==> src/rtl/score_pkg.sv <==
// score_pkg: shared font, cell geometry and types for the score renderer
//   GLYPH_W/CELL_W/GLYPH_H : glyph width, digit cell width (glyph + gap), glyph height in font pixels
//   FONT_3X5               : digit-major, row-major 3x5 font; bit 2 of a row is the leftmost column
//   conv_state_t           : binary-to-BCD converter states
//   bcd_t                  : one BCD digit; a score is bcd_t [DIGITS-1:0], index 0 = least significant
//   pow10                  : 10^n, used to derive the saturation limit from DIGITS
package score_pkg;

    localparam int GLYPH_W = 3;
    localparam int CELL_W  = 4;
    localparam int GLYPH_H = 5;

    localparam logic [0:9][0:4][2:0] FONT_3X5 = {
        15'b111_101_101_101_111,
        15'b010_110_010_010_111,
        15'b111_001_111_100_111,
        15'b111_001_111_001_111,
        15'b101_101_111_001_001,
        15'b111_100_111_001_111,
        15'b111_100_111_101_111,
        15'b111_001_001_001_001,
        15'b111_101_111_101_111,
        15'b111_101_111_001_111
    };

    typedef enum logic [1:0] {
        CONV_IDLE,
        CONV_SHIFT,
        CONV_COMMIT
    } conv_state_t;

    typedef logic [3:0] bcd_t;

    function automatic int pow10(input int n);
        int r;
        r = 1;
        for (int i = 0; i < n; i++) r = r * 10;
        return r;
    endfunction

endpackage

==> src/rtl/score_bin2bcd.sv <==
// score_bin2bcd: per-player score capture, pending slot and sequential double-dabble converter
//   clk_i, rst_i : clock, asynchronous active-high reset
//   val_i        : binary score, saturated to 10^DIGITS-1 on capture
//   valid_i      : one-cycle load strobe
//   busy_o       : conversion running or pending
//   commit_o     : high during the COMMIT cycle; digits_o updates at the edge ending it
//   digits_o     : displayed BCD digits, index 0 = least significant
module score_bin2bcd
    import score_pkg::*;
#(
    parameter int DIGITS = 2,
    parameter int VAL_W  = 7
) (
    input  logic              clk_i,
    input  logic              rst_i,
    input  logic [VAL_W-1:0]  val_i,
    input  logic              valid_i,
    output logic              busy_o,
    output logic              commit_o,
    output bcd_t [DIGITS-1:0] digits_o
);

    localparam int MAX_VAL = pow10(DIGITS) - 1;
    localparam int CNT_W   = $clog2(VAL_W + 1);

    conv_state_t       state;
    logic [VAL_W-1:0]  sat;
    logic [VAL_W-1:0]  bin;
    logic [VAL_W-1:0]  pend_val;
    logic              pend_vld;
    logic [CNT_W-1:0]  cnt;
    bcd_t [DIGITS-1:0] bcd;
    bcd_t [DIGITS-1:0] adj;

    assign sat      = (int'(val_i) > MAX_VAL) ? VAL_W'(MAX_VAL) : val_i;
    assign busy_o   = (state != CONV_IDLE) || pend_vld;
    assign commit_o = (state == CONV_COMMIT);

    always_comb begin
        adj = bcd;
        for (int d = 0; d < DIGITS; d++) adj[d] = (bcd[d] >= 4'd5) ? bcd[d] + 4'd3 : bcd[d];
    end

    always_ff @(posedge clk_i or posedge rst_i) begin
        if (rst_i) begin
            state    <= CONV_IDLE;
            bin      <= '0;
            bcd      <= '0;
            cnt      <= '0;
            pend_val <= '0;
            pend_vld <= 1'b0;
            digits_o <= '0;
        end else begin
            case (state)
                CONV_IDLE: begin
                    if (valid_i) begin
                        bin   <= sat;
                        bcd   <= '0;
                        cnt   <= '0;
                        state <= CONV_SHIFT;
                    end
                end
                CONV_SHIFT: begin
                    {bcd, bin} <= {adj, bin} << 1;
                    cnt        <= cnt + 1'b1;
                    if (cnt == CNT_W'(VAL_W - 1)) state <= CONV_COMMIT;
                    if (valid_i) begin
                        pend_val <= sat;
                        pend_vld <= 1'b1;
                    end
                end
                CONV_COMMIT: begin
                    digits_o <= bcd;
                    // A strobe landing in this cycle is the newest pending value, so it overrides the slot.
                    if (valid_i || pend_vld) begin
                        bin      <= valid_i ? sat : pend_val;
                        bcd      <= '0;
                        cnt      <= '0;
                        pend_vld <= 1'b0;
                        state    <= CONV_SHIFT;
                    end else begin
                        state <= CONV_IDLE;
                    end
                end
                default: state <= CONV_IDLE;
            endcase
        end
    end

endmodule

==> src/rtl/score_render.sv <==
// score_render: N-player BCD score overlay with 3x5 font, pixel scaling and post-update blink
//   clk_i, rst_i   : pixel clock, asynchronous active-high reset
//   pixel_x_i/y_i  : current pixel position
//   frame_start_i  : one-cycle pulse per frame, drives the blink timer
//   score_val_i    : packed binary scores, player p at [p*VAL_W +: VAL_W]
//   score_valid_i  : per-player load strobe
//   pos_x_i/pos_y_i: packed top-left corner per player
//   busy_o         : per-player conversion running or pending
//   on_score_o     : registered, pixel lit by any score (2-cycle latency from pixel)
//   display_rgb_o  : registered, SCORE_RGB when lit else 0
module score_render
    import score_pkg::*;
#(
    parameter int              N_PLAYERS     = 2,
    parameter int              DIGITS        = 2,
    parameter int              VAL_W         = 7,
    parameter int              SCALE_LOG2    = 2,
    parameter int              BLINK_FRAMES  = 16,
    parameter int              BLINK_TOGGLES = 6,
    parameter int              X_POS_W       = 10,
    parameter int              Y_POS_W       = 10,
    parameter int              RGB_W         = 12,
    parameter logic [RGB_W-1:0] SCORE_RGB    = '1
) (
    input  logic                           clk_i,
    input  logic                           rst_i,
    input  logic [X_POS_W-1:0]             pixel_x_i,
    input  logic [Y_POS_W-1:0]             pixel_y_i,
    input  logic                           frame_start_i,
    input  logic [N_PLAYERS*VAL_W-1:0]     score_val_i,
    input  logic [N_PLAYERS-1:0]           score_valid_i,
    input  logic [N_PLAYERS*X_POS_W-1:0]   pos_x_i,
    input  logic [N_PLAYERS*Y_POS_W-1:0]   pos_y_i,
    output logic [N_PLAYERS-1:0]           busy_o,
    output logic                           on_score_o,
    output logic [RGB_W-1:0]               display_rgb_o
);

    localparam int DIG_W = (DIGITS > 1) ? $clog2(DIGITS) : 1;
    localparam int TOG_W = $clog2(BLINK_TOGGLES + 1);
    localparam int FC_W  = $clog2(BLINK_FRAMES + 1);

    logic [N_PLAYERS-1:0] lit;

    for (genvar g = 0; g < N_PLAYERS; g++) begin : g_player
        bcd_t [DIGITS-1:0]  digits;
        logic               commit;
        logic [DIGITS-1:0]  lead;
        logic [X_POS_W-1:0] px;
        logic [X_POS_W-1:0] lx;
        logic [Y_POS_W-1:0] py;
        logic [Y_POS_W-1:0] ly;
        logic               hit;
        logic [DIG_W-1:0]   sel;
        logic [TOG_W-1:0]   tog;
        logic [FC_W-1:0]    fcnt;
        logic               vis;
        logic               s1_hit;
        logic               s1_blank;
        bcd_t               s1_dig;
        logic [2:0]         s1_row;
        logic [1:0]         s1_col;

        score_bin2bcd #(
            .DIGITS (DIGITS),
            .VAL_W  (VAL_W)
        ) u_conv (
            .clk_i    (clk_i),
            .rst_i    (rst_i),
            .val_i    (score_val_i[g*VAL_W +: VAL_W]),
            .valid_i  (score_valid_i[g]),
            .busy_o   (busy_o[g]),
            .commit_o (commit),
            .digits_o (digits)
        );

        assign px = pos_x_i[g*X_POS_W +: X_POS_W];
        assign py = pos_y_i[g*Y_POS_W +: Y_POS_W];
        assign lx = (pixel_x_i - px) >> SCALE_LOG2;
        assign ly = (pixel_y_i - py) >> SCALE_LOG2;
        // The explicit >= guards stop a pixel left of/above the score from wrapping into range.
        assign hit = (pixel_x_i >= px) && (pixel_y_i >= py) &&
                     (lx < X_POS_W'(CELL_W * DIGITS)) && (ly < Y_POS_W'(GLYPH_H));
        // Cells are laid out most significant first, digits[] is least significant first.
        assign sel = DIG_W'(DIGITS - 1) - lx[2 +: DIG_W];

        // lead[i]: digit i and every more significant digit are zero.
        always_comb begin
            logic z;
            z    = 1'b1;
            lead = '0;
            for (int i = DIGITS - 1; i >= 0; i--) begin
                z       = z && (digits[i] == 4'd0);
                lead[i] = z;
            end
        end

        always_ff @(posedge clk_i or posedge rst_i) begin
            if (rst_i) begin
                tog  <= '0;
                fcnt <= '0;
                vis  <= 1'b1;
            end else if (commit) begin
                tog  <= TOG_W'(BLINK_TOGGLES);
                fcnt <= '0;
                vis  <= 1'b0;
            end else if (frame_start_i && tog != '0) begin
                fcnt <= (fcnt == FC_W'(BLINK_FRAMES - 1)) ? '0 : fcnt + 1'b1;
                if (fcnt == FC_W'(BLINK_FRAMES - 1)) begin
                    // The final toggle always leaves the score steadily visible.
                    vis <= (tog == TOG_W'(1)) || !vis;
                    tog <= tog - 1'b1;
                end
            end
        end

        always_ff @(posedge clk_i or posedge rst_i) begin
            if (rst_i) begin
                s1_hit   <= 1'b0;
                s1_blank <= 1'b0;
                s1_dig   <= '0;
                s1_row   <= '0;
                s1_col   <= '0;
            end else begin
                s1_hit   <= hit;
                s1_blank <= (sel != '0) && lead[sel];
                s1_dig   <= digits[sel];
                s1_row   <= ly[2:0];
                s1_col   <= lx[1:0];
            end
        end

        assign lit[g] = s1_hit && !s1_blank && vis && (s1_col < 2'(GLYPH_W)) &&
                        FONT_3X5[s1_dig][s1_row][2'd2 - s1_col];
    end

    always_ff @(posedge clk_i or posedge rst_i) begin
        if (rst_i) begin
            on_score_o    <= 1'b0;
            display_rgb_o <= '0;
        end else begin
            on_score_o    <= |lit;
            display_rgb_o <= (|lit) ? SCORE_RGB : '0;
        end
    end

endmodule

==> config.mk <==
export PLATFORM = sky130hd
export DESIGN_NAME = score_render
export DESIGN_NICKNAME = d
export VERILOG_FILES = /design/src/rtl/score_pkg.sv /design/src/rtl/score_bin2bcd.sv /design/src/rtl/score_render.sv
export SDC_FILE = /design/constraint.sdc
export NUM_CORES = 1
export LEC_CHECK = 0
export BUFFER_PORTS_ARGS = -buffer_cell sky130_fd_sc_hd__buf_4
export CAP_MARGIN = 20
export CORE_MARGIN = 3
export CORE_UTILIZATION = 38
export CTS_BUF_LIST = sky130_fd_sc_hd__clkbuf_2 sky130_fd_sc_hd__clkbuf_4 sky130_fd_sc_hd__clkbuf_8
export DETAILED_ROUTE_END_ITERATION = 16
export PLACE_DENSITY = 0.56
export RECOVER_POWER = 50
export SYNTH_ARGS = -nofsm -noshare
export SYNTH_HDL_FRONTEND = slang
export SYNTH_SLANG_ARGS = --single-unit
==> constraint.sdc <==
create_clock -name clk_i -period 7.25 [get_ports clk_i]
set_input_delay 1.45 -clock clk_i [delete_from_list [all_inputs] [get_ports clk_i]]
set_output_delay 1.45 -clock clk_i [all_outputs]
set_load 0.02 [all_outputs]
# Yosys cells after proc, flatten, opt, wreduce, memory -nomap -nowiden
# Memory sizes are Yosys's and may differ from the RTL's.
# Cells that the tools add are included.
# totals
latch_bits,0
elab_cells,240
mem_bits_rw,0
reg_bits,125
mem_bits_ro,480
n_memories,2
output_inout_bits,15
# classes
bitwise_logic,4
reduce_logical,57
div_mod_pow,0
magnitude_cmp,24
mul,0
muxes,81
eq_ne,18
n_addsub,18
shifts,0
# memory_table
name,words,word_bits,rd,rd_clocked_by_memory_dff,write_ports,line,text
(name not given),16,15,1,0,0,score_render.sv:134,FONT_3X5[s1_dig][s1_row][2'd2 - s1_col];
(name not given),16,15,1,0,0,score_render.sv:134,
# ops
cell,n
15-bit 2-to-1 mux,4
7-bit 2-to-1 mux,8
3-bit 2-to-1 mux,16
8-bit case mux with 3 select lines,2
7-bit case mux with 3 select lines,2
10-bit greater-or-equal comparator,4
10-bit subtractor,4
8-bit 2-to-1 mux,4
5-bit 2-to-1 mux,6
4-bit 2-to-1 mux,6
1-bit logical AND,20
3-bit binary-select mux with 3-bit select,2
1-bit 2-to-1 mux,18
3-bit case mux with 3 select lines,2
"4-bit by 3-bit greater-or-equal comparator with 1-bit output, second input constant",4
4-bit zero test,4
"8-bit by 3-bit < comparator with 1-bit output, second input constant",2
"8-bit by 4-bit < comparator with 1-bit output, second input constant",2
2-bit nonzero test,8
"7-bit > comparator, second input constant",2
12-bit 2-to-1 mux,1
2-bit case mux with 3 select lines,2
3-bit AND reduction,4
3-bit nonzero test,4
other kinds (29),71

# Longest topological paths before layout
# logic_depth
ltp_word,12
ltp_mapped,10
depth_no_buf,9

# By module
# From an unflattened synthesis, not the netlist that was laid out.
# hier_totals
cells_unflattened,851
area_unflattened_um2,7778.7
# modules_own_cells
mod,area_per_inst_um2,seq_area_each_um2,instances,cells_per_inst
score_render,4067.7,1028.5,1,487
score_bin2bcd,1855.5,900.9,2,182

# Least setup slack after synthesis
# OpenSTA, ideal clock, no wires.
# synth_timing
path_kind,input-to-reg
start,input pos_x_i[11]
end,register g_player[1].s1_hit
setup_slack_ns,3.962
stages,8
setup_ns,0.107
required_time_ns,7.143
arrival_ns,3.181
path_cell_list,inv_1 > ha_1 > nor2b_4 > o31a_4 > nor2_4 > o31ai_1 > or4_4 > a2111oi_4
# synth_via
elab_chain_cells,4
word_cells_on_any_way,6
# synth_lines
element,line,text
from (decl),score_render.sv:32,"input logic [N_PLAYERS*X_POS_W-1:0] pos_x_i,"
10-bit subtractor / 10-bit greater-or-equal comparator (equally long branches),"score_render.sv:79, score_render.sv:82",
8-bit by 4-bit < comparator with 1-bit output / 1-bit logical AND (equally long branches),"score_render.sv:83, score_render.sv:82",
1-bit logical AND *,score_render.sv:82,assign hit = (pixel_x_i >= px) && (pixel_y_i >= py) &&
1-bit logical AND *,score_render.sv:83,(lx < X_POS_W'(CELL_W * DIGITS)) && (ly < Y_POS_W'(GLYPH_H));
named net g_player[1].hit,score_render.sv:53,logic hit;
to (signal assigned),score_render.sv:125,s1_hit <= hit;
to (decl),score_render.sv:58,logic s1_hit;
# Mark *: on every way through the listed nets, which the timed path passes. The rest lies on a longest branch.
# A chain may end at the register's enable or synchronous reset.

# Worst setup path after layout
# layout_timing
start,register g_player[0].u_conv.state[0]
end,register g_player[0].u_conv.bcd[1] in the netlist's numbering
# layout_via
elab_chain_cells,3
word_cells_on_any_way,8
# layout_lines
element,line,text
from (decl),score_bin2bcd.sv:26,conv_state_t state;
from (signal assigned),score_bin2bcd.sv:46,state <= CONV_IDLE;
from (signal assigned),score_bin2bcd.sv:60,state <= CONV_SHIFT;
from (signal assigned),score_bin2bcd.sv:66,if (cnt == CNT_W'(VAL_W - 1)) state <= CONV_COMMIT;
2-bit equality test (tied with other cells),score_bin2bcd.sv:54,case (state)
2-bit by 1-bit != test with 1-bit output (no line) (tied with other cells),n/a,
3-bit AND reduction (no line),n/a,
to (signal assigned),score_bin2bcd.sv:64,"{bcd, bin} <= {adj, bin} << 1;"
to (decl),score_bin2bcd.sv:32,bcd_t [DIGITS-1:0] bcd;
# Several ways; a longest one is shown, not always the timed one.

==> results.ini <==
[flow_run]
cap_violations = 1

[setup_path]
max_stage_delay_ns = 0.97
crit_path_end = g_player[0].u_conv.bcd[1]
cp.arrival_ns = 4.01
end_kind = register
worst_ep_required_time_ns = 7.56
cp_top_family = buffers and inverters
path_buf_inv = 3
crit_cells = 8
cp_slowest_cell = clkbuf_1
cpMostUsedCell = clkbuf_1
cp-start-kind = register
reg2reg_from = g_player[0].u_conv.state[0]
critical_path.startpoint = g_player[0].u_conv.state[0]
rrSetupSlack_ns = 3.55
path_cells = inv_1 -> ha_1 -> clkbuf_1 -> a21oi_1 -> o21bai_1 -> clkbuf_1 -> nor2_1 -> a22o_1
r2r_cells = 8
path_class = reg2reg
timing.rr.end = g_player[0].u_conv.bcd[1]
crit_fanout = 28

[yosys]
ys_seq_area_frac = 0.365
synth_area_per_cell_sq_um = 8.73
ys_seq_elements = 113
ys_types = 68
syn_area_sq_mm = 0.00775
synthArstFlopShare = 1.00
synth_top_cell_by_area = dfrtp_1
synthFlopType = dfrtp_1
synth_common_cells = 111 x dfrtp_1, 96 x nand2_1, 87 x inv_1
yosysWarnings = 0
syn-num-nets = 1045
ys_top_cells_by_area = dfrtp_1 36%, ha_1 13%, o21ai_0 5.6%
synth.most_common_cell = dfrtp_1
synth_edf_count = 0
synth_top_area_frac = 0.358
syn_inst = 888

[clock_tree]
cts-resized-gates = 0
clkTransAtPathRegs_ns = 0.07
postCtsSetupRepairBufs = 0
ctsHoldBuffers = 0
cts_tree = built
numCtsBuffers = 17
clock_path_buffers = 2
cts_root_buf = clkbuf_8
ctsHtreeMaxLevel = 4
clk_latency_ns = 0.42
cts_num_sinks = 113

[place]
place.gp.congestion = 0.879
post-dp-hpwl_microns = 13600
post-place-ws_ns = 3.73
io_buffer_count = 93

[finish]
num-nets-final = 1123
fill_cells = 1960
drive_above_1_share = 0.172
antenna_cells = 0
areaGrowthSynthToFinish_pct = 15.6

[floorplanning]
dieWidth_microns = 149
rows = 51
die-area_sq_mm = 0.0221
die_h_microns = 149
core-area_sq_mm = 0.0198
ios = 94
start_util = 0.392

[grt]
grt_pass1_wl_microns = 29300
overflow = 0
grt_pass1_vias = 6013
grt_max_degree = 65
grt_use_total = 0.162
antenna_found_initial = 1

[sta]
fin_skew_ns = 0.00762
hold_viol = 0
setup_violations = 0
fin_crit_sh = 0.511
setup_slack_ns = 3.55
max_freq_ghz = 0.270
worst_pin_slew_ns = 2.23
min_period_ns = 3.70
rsz0062_at_grt = false
max_slew_margin = -0.494
tns_ns = 0
maxSlewViolCount = 51

[drt]
drtIter0Drc = 308
drtAntennaViolNets = 0
routed_wl_microns = 17600
vias = 6343
drcViolationCount = 0
drt-wirelength-per-cell_microns = 14.2
first_pass_iters = 7
vias_per_cell = 5.10

[run_status]
status = finished, violations left
violations = max-capacitance violations, max-slew violations

[worst_hold_path]
hold_depth = 2
hold_path.class = reg2reg

[power_and_ir_drop]
p_leak_nw = 4.26
powerDensity_mw_per_mm2 = 271
vdd_drop_max_mv = 0.165

flip-flops by register name (all words and copies together), names as in the netlist, 4 cells and up:
name / cells
g_player.s1_col: 4
g_player.u_conv.pend_val: 14
g_player.s1_dig: 8
g_player.fcnt: 10
g_player.u_conv.digits_o: 16
g_player.u_conv.bcd: 16
g_player.s1_row: 6
g_player.u_conv.state: 4
g_player.tog: 6
g_player.u_conv.cnt: 6
g_player.u_conv.bin: 14
where the power goes:
group	leakage, nW	internal [W]	switching (W)	total [W]
logic	2.60	0.000380	0.000518	0.000898
clock network	0.211	0.000334	0.000241	0.000574
registers	1.45	0.000817	0.000140	0.000957
total	4.26	0.00153	0.000898	0.00243
metal layers:
layer  wire length [microns]  global-route usage  part of all wire
met1                    8610               0.226              0.49
met2                    8300               0.258              0.47
met3                     529              0.0328             0.030
met4                     172              0.0421            0.0098
met5                      13                   0           0.00074
layout by cell type, fill, tap and decap left out, types with 3 or more instances in the layout:
master and count:
nand4_1 4, o22ai_1 6, a22o_1 13, and2_1 4, nor3b_1 6, nor4_1 4, and4_1 3, a31oi_1 5
buf_4 87, clkbuf_1 9, inv_1 86, clkbuf_4 7, o21ai_0 86, nand3_1 29, nor2_1 69, a21oi_1 58
mux2i_1 7, a21o_1 9, and3_1 4, a21boi_0 3, nor2b_1 11, a222oi_1 4, a211oi_1 7, o2111ai_1 6
dfrtp_1 111, nor3_1 16, nand2_1 96, a211o_1 3, ha_1 78, o21bai_1 4, nand2b_1 13, clkinv_2 4
mux2_2 31, o31ai_1 5, o21a_1 8, xor2_1 7, xnor2_1 14, clkbuf_8 22
tightest hold or removal path: cells and delay by family, from the launching register on:
| kind | cells | cell delay [ns] |
|---|---|---|
| compound gates | 1 | 0.06 |
| flops | 1 | 0.34 |
| simple gates | 1 | 0.05 |
logic make-up (layout without fill, tap and decap cells):
group	Yosys count	after routing	synth area share
flip-flops	113	113	0.365
XOR/XNOR	21	21	0.0237
AND/OR/NAND/NOR	270	270	0.164
AO/OA/AOI/OAI	241	241	0.198
buffers and inverters	127	218	0.0692
multiplexers	38	38	0.0541
adder cells (fa/ha/maj)	78	78	0.126
worst min-delay path by stage:
stage / startpoint / to / slack (ns)
3_5_place_dp: g_player[0].u_conv.bin[0] / g_player[0].u_conv.bin[0] / 0.47
3_3_place_gp: g_player[0].u_conv.bin[0] / g_player[0].u_conv.bin[0] / 0.47
5_1_grt: g_player[0].u_conv.bin[2] / g_player[0].u_conv.bin[2] / 0.50
2_1_floorplan: g_player[0].u_conv.bin[5] / g_player[0].u_conv.bin[5] / 0.45
4_1_cts: g_player[0].u_conv.bin[0] / g_player[0].u_conv.bin[0] / 0.49
6_report: g_player[0].u_conv.bin[0] / g_player[0].u_conv.bin[0] / 0.48
stage by stage:
step | power (W) | utilization | cells | instance area [sq um] | hold slack [ns]
2_1_floorplan | 0.00164 | - | 888 | 7750 | 0.449
3_3_place_gp | 0.00187 | 0.436 | 1212 | 8620 | 0.465
3_5_place_dp | 0.00188 | 0.436 | 1212 | 8620 | 0.469
4_1_cts | 0.00248 | 0.455 | 1244 | 9010 | 0.485
5_1_grt | 0.00265 | 0.453 | 1244 | 8960 | 0.503
6_report | 0.00243 | 0.453 | 1244 | 8960 | 0.482
final cells by class:
cell class	count	area [sq um]	share of cell area
Sequential cell	113	2830	0.316
Multi-Input combinational cell	648	4380	0.488
Inverter	88	332	0.0370
Clock buffer	27	340	0.0380
Clock inverter	5	50.0	0.00558
Timing Repair Buffer	98	702	0.0783
Tap cell	265	332	0.0370
Note: power is estimated with default switching activity, not from simulation.
